**src/rtl/mcu_clk_rst_pkg.sv**
```systemverilog
// Shared types and constants for the MCU51 clock-enable and reset sequencer.
package mcu_clk_rst_pkg;

   typedef enum logic [1:0] {
      RUN  = 2'b00,
      ARM  = 2'b01,
      RST  = 2'b10,
      HOLD = 2'b11
   } rst_state_e;

   localparam logic [1:0] CAUSE_POR = 2'b01;
   localparam logic [1:0] CAUSE_PIN = 2'b10;

   function automatic int max_int(input int a, input int b);
      return (a > b) ? a : b;
   endfunction

endpackage

```
**src/rtl/bit_sync.sv**
```systemverilog
// Multi-flop synchroniser for a single asynchronous bit, cleared by an async active-low reset.
module bit_sync #(
   parameter int STAGES = 2
) (
   input  logic clk,
   input  logic clr_n,
   input  logic d,
   output logic q
);

   logic [STAGES-1:0] sync_q;

   // shift the raw input through the synchroniser chain
   always_ff @(posedge clk or negedge clr_n) begin
      if (!clr_n) begin
         sync_q <= '0;
      end else begin
         sync_q <= {sync_q[STAGES-2:0], d};
      end
   end

   assign q = sync_q[STAGES-1];

endmodule

```
**src/rtl/mcu_clk_rst_gen.sv**
```systemverilog
// Clock-enable divider chain and core reset sequencer (power-on plus qualified, stretched RST pin).
module mcu_clk_rst_gen
   import mcu_clk_rst_pkg::*;
#(
   parameter int OSC_DIV     = 8,
   parameter int MC_LEN      = 12,
   parameter int REQ_MC      = 2,
   parameter int HOLD_MC     = 4,
   parameter int SYNC_STAGES = 2
) (
   input  logic                      CLK,
   input  logic                      reset_n,
   input  logic                      rst_req,
   output logic                      osc_en,
   output logic                      mc_en,
   output logic [$clog2(MC_LEN)-1:0] phase,
   output logic                      clk_out,
   output logic                      cpu_rst,
   output logic [1:0]                rst_cause
);

   localparam int OSC_W   = $clog2(OSC_DIV);
   localparam int PH_W    = $clog2(MC_LEN);
   localparam int CNT_MAX = max_int(REQ_MC, HOLD_MC);
   localparam int CNT_W   = $clog2(CNT_MAX + 1);

   logic [OSC_W-1:0] osc_cnt;
   logic             osc_pre;
   logic             osc_last;
   logic             req_s;
   rst_state_e       state;
   rst_state_e       state_nx;
   logic [CNT_W-1:0] mc_cnt;
   logic [CNT_W-1:0] cnt_nx;
   logic [CNT_W-1:0] cnt_inc;
   logic [1:0]       cause_nx;

   // osc_en/mc_en are registered one CLK early so they line up with the counter's last state
   assign osc_pre  = (osc_cnt == OSC_W'(OSC_DIV - 2));
   assign osc_last = (osc_cnt == OSC_W'(OSC_DIV - 1));
   assign cnt_inc  = (mc_cnt == CNT_W'(CNT_MAX)) ? mc_cnt : mc_cnt + 1'b1;

   // free-running divider chain, stopped only by reset_n
   always_ff @(posedge CLK or negedge reset_n) begin
      if (!reset_n) begin
         osc_cnt <= '0;
         osc_en  <= 1'b0;
         mc_en   <= 1'b0;
         phase   <= '0;
         clk_out <= 1'b0;
      end else begin
         osc_cnt <= osc_last ? '0 : osc_cnt + 1'b1;
         osc_en  <= osc_pre;
         mc_en   <= osc_pre && (phase == PH_W'(MC_LEN - 1));
         if (osc_en) begin
            phase   <= (phase == PH_W'(MC_LEN - 1)) ? '0 : phase + 1'b1;
            clk_out <= ~clk_out;
         end
      end
   end

   bit_sync #(
      .STAGES (SYNC_STAGES)
   ) u_req_sync (
      .clk   (CLK),
      .clr_n (reset_n),
      .d     (rst_req),
      .q     (req_s)
   );

   // reset sequencer next-state logic
   always_comb begin
      state_nx = state;
      cnt_nx   = mc_cnt;
      cause_nx = rst_cause;
      case (state)
         RUN: begin
            if (req_s) begin
               state_nx = ARM;
               cnt_nx   = '0;
            end else begin
               state_nx = RUN;
            end
         end
         ARM: begin
            if (!req_s) begin
               state_nx = RUN;
            end else if (mc_en) begin
               if (mc_cnt == CNT_W'(REQ_MC - 1)) begin
                  state_nx = RST;
                  cause_nx = CAUSE_PIN;
               end else begin
                  cnt_nx = cnt_inc;
               end
            end else begin
               state_nx = ARM;
            end
         end
         RST: begin
            if (!req_s) begin
               state_nx = HOLD;
               cnt_nx   = '0;
            end else begin
               state_nx = RST;
            end
         end
         HOLD: begin
            // the pin wins if it is back when the stretch completes
            if (mc_en) begin
               if (mc_cnt == CNT_W'(HOLD_MC - 1)) begin
                  state_nx = req_s ? RST : RUN;
               end else begin
                  cnt_nx = cnt_inc;
               end
            end else begin
               state_nx = HOLD;
            end
         end
         default: begin
            state_nx = HOLD;
            cnt_nx   = '0;
         end
      endcase
   end

   // sequencer state and registered reset outputs
   always_ff @(posedge CLK or negedge reset_n) begin
      if (!reset_n) begin
         state     <= HOLD;
         mc_cnt    <= '0;
         cpu_rst   <= 1'b1;
         rst_cause <= CAUSE_POR;
      end else begin
         state     <= state_nx;
         mc_cnt    <= cnt_nx;
         cpu_rst   <= (state_nx == RST) || (state_nx == HOLD);
         rst_cause <= cause_nx;
      end
   end

endmodule

```
**config.mk**
```make
export PLATFORM = sky130hd
export DESIGN_NAME = mcu_clk_rst_gen
export DESIGN_NICKNAME = d
export VERILOG_FILES = /design/src/rtl/mcu_clk_rst_pkg.sv /design/src/rtl/bit_sync.sv /design/src/rtl/mcu_clk_rst_gen.sv
export SDC_FILE = /design/constraint.sdc
export NUM_CORES = 1
export LEC_CHECK = 0
export CAP_MARGIN = 20
export CORE_MARGIN = 5
export CORE_UTILIZATION = 56
export CTS_CLUSTER_DIAMETER = 200
export DETAILED_ROUTE_END_ITERATION = 6
export HOLD_SLACK_MARGIN = 0.15
export MAX_ROUTING_LAYER = met4
export PLACE_DENSITY = 0.88
export SETUP_SLACK_MARGIN = 0.15
export SLEW_MARGIN = 0
export SYNTH_ARGS = -nofsm -noshare
export SYNTH_HDL_FRONTEND = slang
export SYNTH_SLANG_ARGS = --single-unit
export TNS_END_PERCENT = 20
```
**constraint.sdc**
```tcl
create_clock -name CLK -period 2.8 [get_ports CLK]
set_input_delay 0.56 -clock CLK [delete_from_list [all_inputs] [get_ports CLK]]
set_output_delay 0.56 -clock CLK [all_outputs]
set_load 0.005 [all_outputs]
```
==> results of run 1 <==
sequential cells by signal, indices dropped and copies added (netlist names):
| signal | flops |
|---|---|
| phase | 4 |
| state | 1 |
| mc_en | 1 |
| mc_cnt | 3 |
| osc_cnt | 3 |
| clk_out | 1 |
| cpu_rst | 1 |
| u_req_sync.sync_q | 2 |
| osc_en | 1 |
| rst_cause | 2 |
report_power, final:
group,switching (mW),total (mW),leakage [nW],internal [mW]
sequential,0.00371,0.281,0.236,0.277
combinational,0.00703,0.0110,0.257,0.00393
clock,0.0771,0.132,0.0150,0.0553
total,0.0879,0.424,0.508,0.337
per-stage QoR:
| stage | std cells | util, % |
|---|---|---|
| 2_1_floorplan | 88 | - |
| 3_3_place_gp | 114 | 64.67 |
| 3_5_place_dp | 114 | 64.67 |
| 4_1_cts | 118 | 66.22 |
| 5_1_grt | 118 | 66.22 |
| 6_report | 118 | 66.22 |
synthesized netlist by cell type (all sizes together):
library cell  instances  area, sq um
nor3                  1        5.000
or2                   2        12.52
xor2                  1        8.760
o21ai                 3        15.01
nor2b                 2        12.51
nand4                 1        6.260
mux2i                 1        10.01
ha                    8        100.1
buf                   3        21.27
a41o                  2        21.27
a221o                 1        10.01
nand3b                2        15.01
nand4bb               1        11.26
and3b                 1        12.51
a21oi                 1        5.000
a22oi                 1        12.51
nand2b                2        12.51
and4b                 1        10.01
a22o                  2        17.52
nand3                 2        10.01
a31oi                 1        6.260
nand2                12        45.04
dfrtp                16        400.4
a31o                  1        8.760
inv                   5        18.77
dfstp                 3        78.83
mux2                  2        22.52
a21o                  3        25.03
o211ai                2        15.01
a21boi                1        7.510
nor2                  4        15.01
area by class of cell:
cell class                      count  share of cell area [%]
Clock buffer                        4                   2.349
Timing Repair Buffer               12                   10.74
Multi-Input combinational cell     61                   40.49
Tap cell                           17                   1.902
Inverter                            5                   1.678
Sequential cell                    19                   42.84
routing by layer:
| metal | track usage [%] | vias to the layer above |
|---|---|---|
| met2 | 25.00 | 18 |
| met5 | - | - |
| li1 | - | 337 |
| met4 | 3.930 | 0 |
| met1 | 20.15 | 343 |
| met3 | 4.011 | 2 |
how the worst max path moves through the flow:
stage | from | end | slack [ns] | cells past startpoint
detailed placement | mc_cnt[0]$_DFFE_PN0P_ | mc_cnt[0]$_DFFE_PN0P_ | 1.10 | 5
global placement | cpu_rst$_DFF_PN1_ | cpu_rst | 1.12 | 1
global route | cpu_rst$_DFF_PN1_ | cpu_rst | 0.72 | 1
finish | cpu_rst$_DFF_PN1_ | cpu_rst | 0.79 | 1
CTS | cpu_rst$_DFF_PN1_ | cpu_rst | 0.78 | 1
floorplan | mc_cnt[0]$_DFFE_PN0P_ | mc_cnt[0]$_DFFE_PN0P_ | 1.23 | 5
cell families (layout without fill, tap and decap cells):
logic type	after synthesis	after routing	share of synthesized area, %
compound gates	18	18	14.80
mux	3	3	3.346
buf+inv	8	21	4.119
xor+xnor	1	1	0.9011
simple gates	31	31	17.24
fa+ha+maj	8	8	10.30
flops	19	19	49.29
worst reg2reg max path: cells and delay by family, from the launching register on:
kind	cells	cell delay [ns]
fa+ha+maj	2	0.44
compound gates	3	0.69
flops	1	0.46
==> impl_metrics.tcl, run 1 <==
set metrics [dict create \
    kind_of_cell_adding_the_most_delay_to_the_critical_path "flip-flops" \
    cts_tree "done" \
    wirelength_met1_um 749 \
    totalPowerFinal_mw 0.4244 \
    first_pass_grt_wire_length_mm 3.084 \
    remaining_drc_errors 0 \
    routedWlPerCell_um 14.42 \
    worstPathBufferInverterCount 1 \
    fin_hold_ws_ns 0.3739 \
    pins_over_their_slew_limit 0 \
    placement.cell_area_sq_um 1092 \
    highest_layer "met4" \
    rsz_0062_raised_after_global_routing "false" \
    growth_of_design_area_from_synthesis_to_finish_pct 15.06 \
    die_h_um 51.67 \
    synth_seq_cells 19 \
    period_share_pct 71.91 \
    avg_synthesized_cell_area_sq_um 11.05 \
    tightest_slew_ns 0.8037 \
    netlist_area_sq_um 972.2 \
    min_period_ns 2.013 \
    max_freq_mhz 496.7 \
    grt_pass1_vias 663 \
    drtPass1Iterations 4 \
    power_leakage_nw 0.5080 \
    maximum_clock_insertion_buffer_count 2 \
    antenna_found_initial 0 \
    cts_post_setup_buffers_inserted 0 \
    ir_worst_vdd_mv 0.3624 \
    hold_start "u_req_sync.sync_q[0]$_DFF_PN0_" \
    multiInputGateArea_sq_um 452.9 \
    detail_route.wirelength_mm 1.702 \
    initial_core_util_pct 57.56 \
    total_overflow_reported_by_the_global_router 0 \
    final_common_cell "dfrtp_1" \
    yosys_warnings 0 \
    endpoint_kind "output port" \
    regToRegStartpoint "mc_cnt[0]$_DFFE_PN0P_" \
    timing.setup.critical_path_class "flop to output port" \
    detailroute.wirelength.met3_um 72 \
    cts_resized 0 \
    min_delay_worst_endpoint "u_req_sync.sync_q[1]$_DFF_PN0_" \
    dieWidth_um 51.67 \
    routed-via-count 700 \
    path_max_fanout 11 \
    critPathSlowestCell "dfstp_2" \
    regToRegSetupSlack_ns 1.10 \
    clock-sinks 19 \
    h-tree-depth 1 \
    top_level_ports 13 \
    synthCells 88 \
    detailed_place_hpwl_mm 1.265 \
    grt_max_degree 20 \
    layout.filler_cells 131 \
    critical_path.max_stage_delay_ns 0.64 \
    core.rowCount 15 \
    hp-class "flop to flop" \
    min_delay_path_depth 0 \
    finalSetupViolations 0 \
    final_hold_viol_count 0 \
    final_design_area_excluding_fillers_sq_um 1119 \
    netlist-cell-type-count 35 \
    wl_met2_um 869 \
    timing.critical_path.from_type "flop" \
    die-area_sq_um 2669 \
    coreArea_sq_um 1689 \
    crit_required_ns 2.24 \
    globalplace.congestion 0.8891 \
    worst_skew_pair.late_latency_ns 0.29 \
    drt-initial-drc-count 12 \
    antenna_diode_count 0 \
    fin_tns_setup_ns 0 \
    holdBufCountCts 0 \
    path_cells "clkdlybuf4s50_1" \
    part_of_the_yosys_area_used_for_sequential_elements_pct 49.29 \
    via_density_per_instance 5.932 \
    pre_cts_ws_ns 1.104 \
    worst-r2r-cell-count 5 \
    groute.usage.overall_pct 15.71 \
    power-per-cell-area_nw_per_um2 379.4 \
    nets 113 \
    timing.slew.headroom_pct 46.25 \
    layout-drive-gt1-share_pct 13.86 \
    clockRootBuffer "clkbuf_4" \
    clock_skew_ns 0.001742 \
    outcome "complete, no violations" \
    final-seq-area_sq_um 479.2 \
    io_buffers 12 \
    net_count_synth 99 \
    antenna_left 0 \
    end_of_the_worst_register_to_register_path "mc_cnt[0]$_DFFE_PN0P_" \
    tritoncts.num_buffers 3 \
    final_cell_mix "dfrtp_1 (16), nand2_1 (12), clkdlybuf4s50_1 (12)" \
    worst_ep_arrival_time_ns 1.45 \
    postLayoutSetupSlackWorst_ns 0.7866 \
    clk_pin_slew_worst_paths_ns 0.10 \
    maxCapViolations 0 \
]
Note: power is estimated with default switching activity, not from simulation.
==> run 2: changes to the inputs <==
--- a/config.mk
+++ b/config.mk
@@ -7,12 +7,12 @@
 export LEC_CHECK = 0
 export CAP_MARGIN = 20
 export CORE_MARGIN = 5
-export CORE_UTILIZATION = 56
+export CORE_UTILIZATION = 47
 export CTS_CLUSTER_DIAMETER = 200
 export DETAILED_ROUTE_END_ITERATION = 6
 export HOLD_SLACK_MARGIN = 0.15
 export MAX_ROUTING_LAYER = met4
-export PLACE_DENSITY = 0.88
+export PLACE_DENSITY = 0.8
 export SETUP_SLACK_MARGIN = 0.15
 export SLEW_MARGIN = 0
 export SYNTH_ARGS = -nofsm -noshare
==> constraint.sdc (replaced) <==
create_clock -name CLK -period 1.7 [get_ports CLK]
set_input_delay 0.34 -clock CLK [delete_from_list [all_inputs] [get_ports CLK]]
set_output_delay 0.34 -clock CLK [all_outputs]
set_load 0.005 [all_outputs]
==> run 2 against run 1 <==
Non-clock buffer count up 5. Design area is 4.8% higher. Sequential power up 65%. Wire length increased by 5.5%. Power rose by 68%. Sequential cell count unchanged. Via count grew 4.6%. Combinational power up 76%. Critical path depth did not move. Worst hold slack got worse by 0.022 ns. Register-to-register slack worse by 0.99 ns.
==> impl_metrics.tcl, run 2 (same netlist as run 1, synthesis figures left out) <==
set metrics [dict create \
    holdBufCountCts 0 \
    tritoncts.num_buffers 3 \
    crit_required_ns 1.36 \
    end_of_the_worst_register_to_register_path "mc_cnt[0]$_DFFE_PN0P_" \
    detail_route.wirelength_mm 1.795 \
    timing.critical_path.from_type "flop" \
    dieWidth_um 55.48 \
    critical_path.max_stage_delay_ns 0.55 \
    power-per-cell-area_nw_per_um2 607.8 \
    largest_register "phase" \
    core.rowCount 16 \
    cts_tree "done" \
    hp-class "primary input to asynchronous set/reset pin" \
    growth_of_design_area_from_synthesis_to_finish_pct 20.59 \
    critPathSlowestCell "clkdlybuf4s50_1" \
    outcome "complete, no violations" \
    max_freq_mhz 614.8 \
    coreArea_sq_um 1962 \
    layout_top_registers "phase (4), mc_cnt (3), osc_cnt (3)" \
    routed-via-count 732 \
    clock_skew_ns 0.004039 \
    final_hold_viol_count 0 \
    layout-drive-gt1-share_pct 19.81 \
    ir_worst_vdd_mv 0.3250 \
    die_h_um 55.48 \
    drt-initial-drc-count 23 \
    maxCapViolations 0 \
    drtPass1Iterations 4 \
    power_leakage_nw 0.5593 \
    worst_skew_pair.late_latency_ns 0.30 \
    worst-r2r-cell-count 5 \
    pre_cts_ws_ns 0.1330 \
    die-area_sq_um 3078 \
    detailed_place_hpwl_mm 1.295 \
    clk_pin_slew_worst_paths_ns 0.11 \
    min_period_ns 1.626 \
    pins_over_their_slew_limit 0 \
    regToRegStartpoint "mc_cnt[0]$_DFFE_PN0P_" \
    grt_pass1_vias 732 \
    clock-sinks 19 \
    timing.setup.critical_path_class "flop to output port" \
    via_density_per_instance 5.504 \
    final_cell_mix "dfrtp_1 (15), nand2_1 (12), clkdlybuf4s50_1 (10)" \
    nets 118 \
    first_pass_grt_wire_length_mm 3.270 \
    total_overflow_reported_by_the_global_router 0 \
    initial_core_util_pct 49.55 \
    rsz_0062_raised_after_global_routing "true" \
    h-tree-depth 1 \
    postLayoutSetupSlackWorst_ns 0.07358 \
    io_buffers 12 \
    globalplace.congestion 0.8593 \
    endpoint_kind "output port" \
    worstPathBufferInverterCount 1 \
    path_max_fanout 6 \
    final_common_cell "dfrtp_1" \
    timing.slew.headroom_pct 79.57 \
    tightest_slew_ns 0.3064 \
    groute.usage.overall_pct 13.71 \
    path_cells "clkdlybuf4s50_1" \
    kind_of_cell_adding_the_most_delay_to_the_critical_path "buffers and inverters" \
    regToRegSetupSlack_ns 0.11 \
    clockRootBuffer "clkbuf_4" \
    largest_register_ff_count 4 \
    maximum_clock_insertion_buffer_count 2 \
    finalSetupViolations 0 \
    top_level_ports 13 \
    fin_tns_setup_ns 0 \
    worst_ep_arrival_time_ns 1.29 \
    remaining_drc_errors 0 \
    routedWlPerCell_um 13.50 \
    grt_max_degree 20 \
    antenna_left 0 \
    antenna_found_initial 0 \
    antenna_diode_count 0 \
    period_share_pct 95.67 \
]
-- run 2: cell types whose count changed in the layout (fill, tap and decap cells not counted) --
cell | previous run | this run
buf_4 | 0 | 5
clkbuf_1 | 1 | 0
clkdlybuf4s50_1 | 12 | 10
clkinv_2 | 0 | 1
dfrtp_1 | 16 | 15
dfrtp_2 | 0 | 1
dlygate4sd2_1 | 0 | 1
dlymetal6s2s_1 | 0 | 1
-- run 2: how the worst max path moves through the flow --
stage                          startpoint                     to  slack [ns]  cells after the start
finish               phase[2]$_DFFE_PN0P_               phase[2]        0.07                      1
global placement    mc_cnt[1]$_DFFE_PN0P_  mc_cnt[0]$_DFFE_PN0P_        0.17                      5
CTS                     cpu_rst$_DFF_PN1_                cpu_rst        0.01                      1
global route        mc_cnt[0]$_DFFE_PN0P_  mc_cnt[2]$_DFFE_PN0P_        0.02                      5
detailed placement  mc_cnt[0]$_DFFE_PN0P_  mc_cnt[0]$_DFFE_PN0P_        0.13                      5
floorplan           mc_cnt[0]$_DFFE_PN0P_  mc_cnt[0]$_DFFE_PN0P_        0.16                      5
-- run 2: layer usage --
metal  up-vias  wire length, um  global-route usage (%)
li1        345                -                       -
met1       357              731                   15.40
met2        25              918                   22.64
met3         5              115                   3.730
met4         0               29                   6.250
met5         -                0                       -
-- run 2: cell type report --
cell class | count | area (sq um)
multi-input cells | 61 | 452.9
clock buffers | 3 | 22.52
well taps | 27 | 33.78
clock inverters | 1 | 5.005
flip-flops and latches | 19 | 480.5
inverters | 5 | 18.77
repair buffers | 17 | 158.9
fillers | 169 | 789.5
-- run 2: metrics by stage --
| stage | power [mW] | instances | hold WS, ns | utilization [%] | area, sq um |
|---|---|---|---|---|---|
| 2_1_floorplan | 0.4752 | 88 | 0.04441 | - | 972.2 |
| 3_3_place_gp | 0.4916 | 127 | 0.3331 | 57.46 | 1127 |
| 3_5_place_dp | 0.4917 | 127 | 0.3356 | 57.46 | 1127 |
| 4_1_cts | 0.7197 | 132 | 0.3535 | 59.25 | 1162 |
| 5_1_grt | 0.7364 | 133 | 0.3648 | 59.76 | 1172 |
| 6_report | 0.7126 | 133 | 0.3516 | 59.76 | 1172 |
-- run 2: report_power, final --
group	internal, mW	switching [mW]	total, mW
logic	0.00797	0.0115	0.0194
clock network	0.0878	0.142	0.230
registers	0.457	0.00621	0.463
total	0.552	0.160	0.713
-- run 2: what timing repair did --
item	4_1_cts	5_1_grt
buffers inserted	1	1
resized for setup	2	1
endpoints found under the hold margin	0	0
setup endpoints to repair	9	10
